===== config.mk =====
export PLATFORM = sky130hd
export DESIGN_NAME = mux_n_pipe_flat
export DESIGN_NICKNAME = d
export VERILOG_FILES = /design/src/rtl/mux_n_pipe_if.sv /design/src/rtl/mux_n_pipe.sv /design/src/flat_wrapper.sv
export SDC_FILE = /design/constraint.sdc
export NUM_CORES = 1
export LEC_CHECK = 0
export BUFFER_PORTS_ARGS = -buffer_cell sky130_fd_sc_hd__buf_2
export CAP_MARGIN = 20
export CORE_AREA = 5 5 105 107
export CTS_CLUSTER_SIZE = 14
export DETAILED_ROUTE_END_ITERATION = 8
export DIE_AREA = 0 0 110 112
export SLEW_MARGIN = 10
export SYNTH_ARGS = -nofsm -noshare
export SYNTH_HDL_FRONTEND = slang
export SYNTH_SLANG_ARGS = --single-unit

===== constraint.sdc =====
create_clock -name clock -period 1.5 [get_ports clock]
set_clock_uncertainty 0.2 [all_clocks]
set_input_delay 0.075 -clock clock [delete_from_list [all_inputs] [get_ports clock]]
set_output_delay 0.075 -clock clock [all_outputs]
set_load 0.005 [all_outputs]

===== src/rtl/mux_n_pipe_if.sv =====
// Valid/ready bus for mux_n_pipe: input beat (lanes + select) and output beat.
// master = producer/consumer side, slave = the selector pipe.
interface mux_n_pipe_if #(
    parameter int unsigned WIDTH  = 5,
    parameter int unsigned NUM_IN = 32,
    parameter int unsigned SEL_W  = 5
);
    logic                    in_valid;
    logic                    in_ready;
    logic [SEL_W-1:0]        select;
    logic [NUM_IN*WIDTH-1:0] in_data;
    logic                    out_valid;
    logic                    out_ready;
    logic [WIDTH-1:0]        out_data;
    logic                    out_err;

    modport master (
        output in_valid, select, in_data, out_ready,
        input  in_ready, out_valid, out_data, out_err
    );

    modport slave (
        input  in_valid, select, in_data, out_ready,
        output in_ready, out_valid, out_data, out_err
    );
endinterface


===== src/rtl/mux_n_pipe.sv =====
// Two-stage pipelined N:1 lane selector with valid/ready flow control.
// Stage 1 resolves the low select bits inside each group; stage 2 picks the group.
module mux_n_pipe #(
    parameter int unsigned WIDTH  = 5,
    parameter int unsigned NUM_IN = 32,
    parameter int unsigned GROUP  = 8,
    parameter int unsigned SEL_W  = 5
) (
    input  logic        clock,
    input  logic        reset,
    mux_n_pipe_if.slave bus
);
    localparam int unsigned LG   = $clog2(GROUP);
    localparam int unsigned NG   = NUM_IN / GROUP;
    localparam int unsigned HI_W = SEL_W - LG;

    logic             w_s2_adv;
    logic             w_s1_adv;
    logic             w_accept;
    logic [LG-1:0]    w_lo;
    logic [HI_W-1:0]  w_hi;
    logic             w_err;
    logic [WIDTH-1:0] w_grp [NG];
    logic [WIDTH-1:0] w_pick;

    logic             r_s1_valid;
    logic [WIDTH-1:0] r_s1_grp [NG];
    logic [HI_W-1:0]  r_s1_hi;
    logic             r_s1_err;
    logic             r_s2_valid;
    logic [WIDTH-1:0] r_s2_data;
    logic             r_s2_err;

    // Bubble-collapsing: an empty downstream stage never blocks the one above it.
    assign w_s2_adv     = !r_s2_valid || bus.out_ready;
    assign w_s1_adv     = r_s1_valid && w_s2_adv;
    assign bus.in_ready = !r_s1_valid || w_s2_adv;
    assign w_accept     = bus.in_valid && bus.in_ready;

    assign w_lo  = bus.select[LG-1:0];
    assign w_hi  = bus.select[SEL_W-1:LG];
    assign w_err = 32'(bus.select) >= NUM_IN;

    always_comb begin
        for (int unsigned g = 0; g < NG; g++) begin
            w_grp[g] = '0;
            for (int unsigned j = 0; j < GROUP; j++) begin
                if (w_lo == LG'(j)) begin
                    w_grp[g] = bus.in_data[(g*GROUP + j)*WIDTH +: WIDTH];
                end
            end
        end
    end

    always_comb begin
        w_pick = '0;
        for (int unsigned g = 0; g < NG; g++) begin
            if (r_s1_hi == HI_W'(g)) begin
                w_pick = r_s1_grp[g];
            end
        end
    end

    always_ff @(posedge clock or negedge reset) begin
        if (!reset) begin
            r_s1_valid <= 1'b0;
            r_s1_hi    <= '0;
            r_s1_err   <= 1'b0;
            for (int unsigned g = 0; g < NG; g++) begin
                r_s1_grp[g] <= '0;
            end
        end else begin
            if (w_accept) begin
                r_s1_valid <= 1'b1;
                r_s1_hi    <= w_hi;
                r_s1_err   <= w_err;
                for (int unsigned g = 0; g < NG; g++) begin
                    r_s1_grp[g] <= w_grp[g];
                end
            end else if (w_s1_adv) begin
                r_s1_valid <= 1'b0;
            end
        end
    end

    always_ff @(posedge clock or negedge reset) begin
        if (!reset) begin
            r_s2_valid <= 1'b0;
            r_s2_data  <= '0;
            r_s2_err   <= 1'b0;
        end else begin
            if (w_s1_adv) begin
                r_s2_valid <= 1'b1;
                r_s2_data  <= r_s1_err ? '0 : w_pick;
                r_s2_err   <= r_s1_err;
            end else if (bus.out_ready) begin
                r_s2_valid <= 1'b0;
            end
        end
    end

    assign bus.out_valid = r_s2_valid;
    assign bus.out_data  = r_s2_data;
    assign bus.out_err   = r_s2_err;
endmodule

===== src/flat_wrapper.sv =====
// flat-port wrapper written by rule: the top's interface ports become plain ports
module mux_n_pipe_flat 
#(
    parameter int unsigned WIDTH  = 5,
    parameter int unsigned NUM_IN = 32,
    parameter int unsigned GROUP  = 8,
    parameter int unsigned SEL_W  = 5
)
  (clock, reset, bus_in_valid, bus_select, bus_in_data, bus_out_ready, bus_in_ready, bus_out_valid, bus_out_data, bus_out_err);
  mux_n_pipe_if #(.WIDTH(WIDTH), .NUM_IN(NUM_IN), .SEL_W(SEL_W)) bus_i ();
  input  logic clock;
  input  logic reset;
  input wire logic [$bits(bus_i.in_valid)-1:0] bus_in_valid;
  input wire logic [$bits(bus_i.select)-1:0] bus_select;
  input wire logic [$bits(bus_i.in_data)-1:0] bus_in_data;
  input wire logic [$bits(bus_i.out_ready)-1:0] bus_out_ready;
  output wire logic [$bits(bus_i.in_ready)-1:0] bus_in_ready;
  output wire logic [$bits(bus_i.out_valid)-1:0] bus_out_valid;
  output wire logic [$bits(bus_i.out_data)-1:0] bus_out_data;
  output wire logic [$bits(bus_i.out_err)-1:0] bus_out_err;
  assign bus_i.in_valid = bus_in_valid;
  assign bus_i.select = bus_select;
  assign bus_i.in_data = bus_in_data;
  assign bus_i.out_ready = bus_out_ready;
  assign bus_in_ready = bus_i.in_ready;
  assign bus_out_valid = bus_i.out_valid;
  assign bus_out_data = bus_i.out_data;
  assign bus_out_err = bus_i.out_err;
  mux_n_pipe #(.WIDTH(WIDTH), .NUM_IN(NUM_IN), .GROUP(GROUP), .SEL_W(SEL_W)) u_core (.clock(clock), .reset(reset), .bus(bus_i));
endmodule

# Word-level counts from Yosys, hierarchy flattened
# Cells that the tools add are included.
[word_totals]
elab_cells = 68
out_inout_bits = 8
register_bits = 29
[op_classes]
n_reduce_logical = 10
mux = 40
eq_ne = 10
[op_table]
columns = ["op", "count"]
rows = [
  ["5-bit two-way mux", 36],
  ["3-bit equality test (second input constant)", 4],
  ["3-bit by 2-bit equality test with 1-bit output (second input constant)", 2],
  ["2-bit equality test (second input constant)", 2],
  ["1-bit two-way mux", 4],
  ["2-bit nonzero test", 2],
  ["3-bit by 1-bit equality test with 1-bit output (second input constant)", 1],
  ["3-bit zero test", 1],
  ["2-bit by 1-bit equality test with 1-bit output (second input constant)", 1],
  ["1-bit logical AND", 2],
  ["1-bit zero test", 2],
  ["2-bit zero test", 1],
  ["1-bit logical OR", 2],
]

# Depth between registers and ports, before layout
[depth]
ltp_word = 9
mapped_depth = 6
ltp_nobuf = 4

# Least setup slack after synthesis
# OpenSTA, ideal clock, no wires.
[synth_timing]
kind = "reg2reg"
from = "reg u_core.r_s1_hi[0]"
to = "reg u_core.r_s2_data[4], in the netlist u_core.bus.out_data[4]"
required_time_ns = 1.175
path_buffers = 1
setup_time_ns = 0.125
stages_incl_launch_ff = 4
path_slack_ns = -0.061
t_arrival_ns = 1.236
cell_sequence = "dfrtp_1 buf_2 mux4_2 mux2_2"
[synth_between]
elab_chain_cells = 5
elab_cells_between_ends = 8
classes_between = "eq/ne (3); mux (4); reduce/logical (1)"
[synth_lines]
columns = ["item", "line", "text"]
rows = [
  ["start, declared", "mux_n_pipe.sv:28", "logic [HI_W-1:0] r_s1_hi;"],
  ["start signal, assigned", "mux_n_pipe.sv:75", "r_s1_hi <= w_hi;"],
  ["2-bit zero test", "mux_n_pipe.sv:58", "if (r_s1_hi == HI_W'(g)) begin"],
  ["5-bit two-way mux (3 in series)", "mux_n_pipe.sv:58", ""],
  ["5-bit two-way mux (*)", "mux_n_pipe.sv:58", ""],
  ["end signal, assigned", "mux_n_pipe.sv:94", "r_s2_data <= r_s1_err ? '0 : w_pick;"],
  ["end, declared", "mux_n_pipe.sv:31", "logic [WIDTH-1:0] r_s2_data;"],
]
# Every way passes the cells marked *; elsewhere a longest branch is shown, timed or not.
# A chain may end at the register's enable or synchronous reset.

# Final worst setup path
[layout_timing]
from = "reg u_core.r_s1_hi[0]"
to = "reg u_core.r_s2_data[2], in the netlist u_core.bus.out_data[2]"
# The elaborated chain is that of the path after synthesis.

==> impl.org <==
** Placed design
- Once detailed placement completed, the half-perimeter wirelength came to roughly 8600 um.
- At the end of routability-driven placement, the weighted congestion stood at around 0.86.
- Input and output buffers added on the ports amount to around 180.

** Yosys
- Count of flip-flops with a built-in enable after synthesis :: 0
- Top cell types by occurrence after synthesis :: 42 x sky130_fd_sc_hd__nand2_1, 40 x sky130_fd_sc_hd__mux2i_1, 29 x sky130_fd_sc_hd__dfrtp_1
- Counting flops and latches in the post-synthesis netlist gives 29.
- After synthesis, the cell types taking the most area are sky130_fd_sc_hd__dfrtp_1 25%, sky130_fd_sc_hd__mux2i_1 14%, sky130_fd_sc_hd__a221oi_2 6.2%.
- Cell with the most instances after synthesis :: sky130_fd_sc_hd__nand2_1
- The mapped netlist covers between 0.002 and 0.003 mm^2.
- For this run, the leading register cell type out of synthesis is sky130_fd_sc_hd__dfrtp_1.
- Post-Synthesis Cells :: between 300 and 400
- sky130_fd_sc_hd__dfrtp_1 takes more of the synthesized area than any other cell.
- Counting flops with an async set or reset pin after synthesis yields a share of 1.00.
- Warning count from the yosys run :: 0
- For this run, the register share of the synthesized area comes to 0.251.
- In this run the mean area of a mapped cell was 8.80 um^2.
- Proportion of netlist area held by the largest area contributor :: 0.251
- Nets in the synthesized netlist :: between 400 and 500
- Post-synth cell types :: 36

** Drt
- Via count :: between 3000 and 4000
- The detailed router put a total of 4500 um of wire on met1.
- After the first detailed-routing iteration, the DRC count stood at 251.
- DRT Wirelength :: around 11000 um
- In the detailed route, the total length drawn on met3 is between 600 and 700 um.
- The detailed router used layers up to and including met4.
- Number of optimization iterations in the first detailed-route pass :: 4
- In the routed design, unresolved DRC markers number 0.
- After detailed routing, the average wire length per cell comes to between 15 and 20 um.
- Using the TritonRoute via totals, the vias-per-cell ratio works out to between 5 and 6.
- In this run the remaining antenna-violating nets after routing total 0.
- In the detailed route, the total length drawn on met2 is around 5500 um.

** Cells and area
- From synthesis to final layout, the design area changed by 55.5%.
- In the final layout, the share of cells above drive strength 1 is 0.438.
- Sequential standard cell area :: around 730 um^2
- Final core utilization :: 0.447
- After filler insertion, the fill cell instance count of the layout stands at about 1000.
- The number of antenna diodes in the final layout is 0.
- The multi-input combinational cells in the finished layout cover a total of approximately 0.0019 mm^2.
- The final layout contains between 700 and 800 nets.

** STA
- For the final routed database, the setup TNS stands at -0.381 ns.
- The worst pin sits at a relative slew slack of 0.542.
- After layout, the minimum clock period comes to around 1.6 ns.
- In the finished design, the share of the clock period the worst path needs comes to 1.06.
- Transition time at the pin with the least slew margin :: around 0.69 ns
- Final max-slew violation count :: 0
- The final number of hold-violating endpoints came to 0.
- Max Freq :: roughly 630 MHz
- Setup repair after global routing could not meet its margin everywhere.
- Setup slack on the critical path of the routed design comes to -0.0900 ns.
- Setup violations remaining at the end of the flow were counted as 5.

** Power and ir drop
- Leakage power figure :: 2.15 nW
- VDD sags by at most approximately 400 uV.
- Power density normalized to cell area :: 696 mW/mm^2

** Clock network
- The clock tree synthesis step divided the H-tree into 2 levels.
- The longest clock path from root to sink contains 2 buffers.
- Number of buffers created by CTS :: 5
- Buffers inserted by post-CTS timing repair :: 0
- At the later pin of the worst-skew pair, clock insertion delay measures 0.28 ns.
- CTS placed an instance of sky130_fd_sc_hd__clkbuf_8 at the clock tree root.
- Number of clock sinks seen by CTS :: 29
- Clock-pin slew was measured on the worst setup and hold paths at roughly 0.060 ns.
- TritonCTS built the clock tree.

** Run
- Across the run, the number of max-cap violations was 0.

** Setup path
- Category of the most critical setup path :: reg2reg
- Cells along the critical path :: mux4_2, mux2_4
- The largest individual stage delay along the critical path comes from the cell sky130_fd_sc_hd__mux4_2.
- The critical path starts at u_core.r_s1_hi[0].
- Crit-path max FO :: 6
- The worst setup path is launched from a flip-flop.
- Capturing element type of the critical path :: flip-flop
- Data on the critical path arrives at its endpoint at 1.55 ns.
- Slowest cell delay on critical path :: 0.53 ns
- STA puts the critical path data required time at between 1 and 1.5 ns.
- The worst register-to-register path begins at u_core.r_s1_hi[0].

** Worst hold path
- Hold/Removal Path Class :: in2reg
- Startpoint of the lowest-slack hold path :: bus_in_data[19]

** Floorplanning
- X dimension of the die :: 110 um
- The die covers about 0.012 mm^2.
- During I/O placement, the number of pins put on the boundary was about 180.
- Core box area :: 0.0100 mm^2
- Placement Rows :: 37
- Effective utilization at floorplan :: 0.287
- Height of the die :: around 110 um

** Global routing
- Wire length of the first global-routing pass :: about 17000 um
- The via count of the first global-routing pass came to 3572.
- Pin count of the biggest net entering global routing :: 45
- The initial antenna violation count was 0.
- Overflow after GRT :: 0
- For this run, the total global-route usage over all layers was measured as 0.172.

** Status
- Outcome :: finished with violations
- The checks that failed: negative setup slack.
## cell type report
| class | instances | share of cell area |
|---|---|---|
| clock inverters | 1 | 0.00669 |
| clock buffers | 7 | 0.0192 |
| repair buffers | 234 | 0.336 |
| well taps | 136 | 0.0379 |
| flip-flops and latches | 29 | 0.162 |
| multi-input cells | 252 | 0.426 |
| inverters | 14 | 0.0117 |
## layer usage
metal	GRT usage	up-vias
met1	0.221	1610
met5	0	-
li1	-	1649
met2	0.296	124
met4	0.0407	0
met3	0.0272	14
## worst paths after layout
check | to | slack [ns] | depth (start not counted)
setup / recovery | u_core.bus.out_data[2] | -0.09 | 2
hold / removal | u_core.r_s1_grp[19] | 0.02 | 4
setup reg to reg | u_core.bus.out_data[2] | -0.09 | 2
hold reg to reg | u_core.r_s1_grp[2] | 0.29 | 2
max in group asynchronous | u_core.r_s1_hi[0] | 0.44 | 2
min in group asynchronous | u_core.bus.out_valid | 0.18 | 2
## through the flow
| stage | worst slack, ns | hold slack (ns) | power, mW | instance area, um^2 | instances |
|---|---|---|---|---|---|
| 2_1_floorplan | -0.00311 | -0.421 | 1.68 | 2890 | 328 |
| 3_3_place_gp | -0.131 | -0.0612 | 2.16 | 3940 | 626 |
| 3_5_place_dp | -0.183 | -0.0521 | 2.18 | 3940 | 626 |
| 4_1_cts | -0.0985 | 0.0205 | 3.11 | 4450 | 673 |
| 5_1_grt | -0.146 | 0.0443 | 3.32 | 4490 | 673 |
| 6_report | -0.0900 | 0.0238 | 3.12 | 4490 | 673 |
## critical path, delay by kind of cell, from the launching register on
kind	cells	cell delay (ns)
DFF	1	0.47
muxes	2	0.81
## registers in the layout, indices dropped and copies added (netlist names)
register              count
u_core.r_s1_valid         1
u_core.bus.out_data       5
u_core.bus.out_valid      1
u_core.r_s1_hi            2
u_core.r_s1_grp          20
## timing repair
action | in CTS | in global routing
endpoints found under the setup margin | 5 | 27
pin swaps | 0 | 1
resized for setup | 1 | 10
hold endpoints to repair | 53 | 0
hold buffers | 39 | 0
## where the power goes
group,total (mW),switching (mW),internal (mW),leakage [nW]
clock,0.839,0.298,0.541,0.0585
combinational,1.22,0.536,0.682,1.75
sequential,1.07,0.118,0.948,0.340
total,3.12,0.952,2.17,2.15
## cell usage in the layout, fill, tap and decap left out, drive strengths merged
cell type and n:
nor2b 1, nand2 42, inv 14, a221oi 20, mux4 5, buf 195
nor2 21, o211ai 14, or2 1, bufinv 1, dfrtp 29, mux2 5
conb 1, clkbuf 7, mux2i 40, o21ai 40, and2 1, and3 1
and2b 2, a21boi 14, a22o 6, nand3 1, a21oi 6, nand2b 4
dlygate4sd3 39, o221ai 20, nand3b 7
## kinds of logic after synthesis
kind of cell | count (synthesis) | share of synthesized area
AND/OR/NAND/NOR | 81 | 0.130
multiplexers | 50 | 0.197
flip-flops | 29 | 0.251
buffers and inverters | 47 | 0.0975
other | 1 | 0.00130
AO/OA/AOI/OAI | 120 | 0.322
No activity file was read; power rests on OpenSTA's default activity.
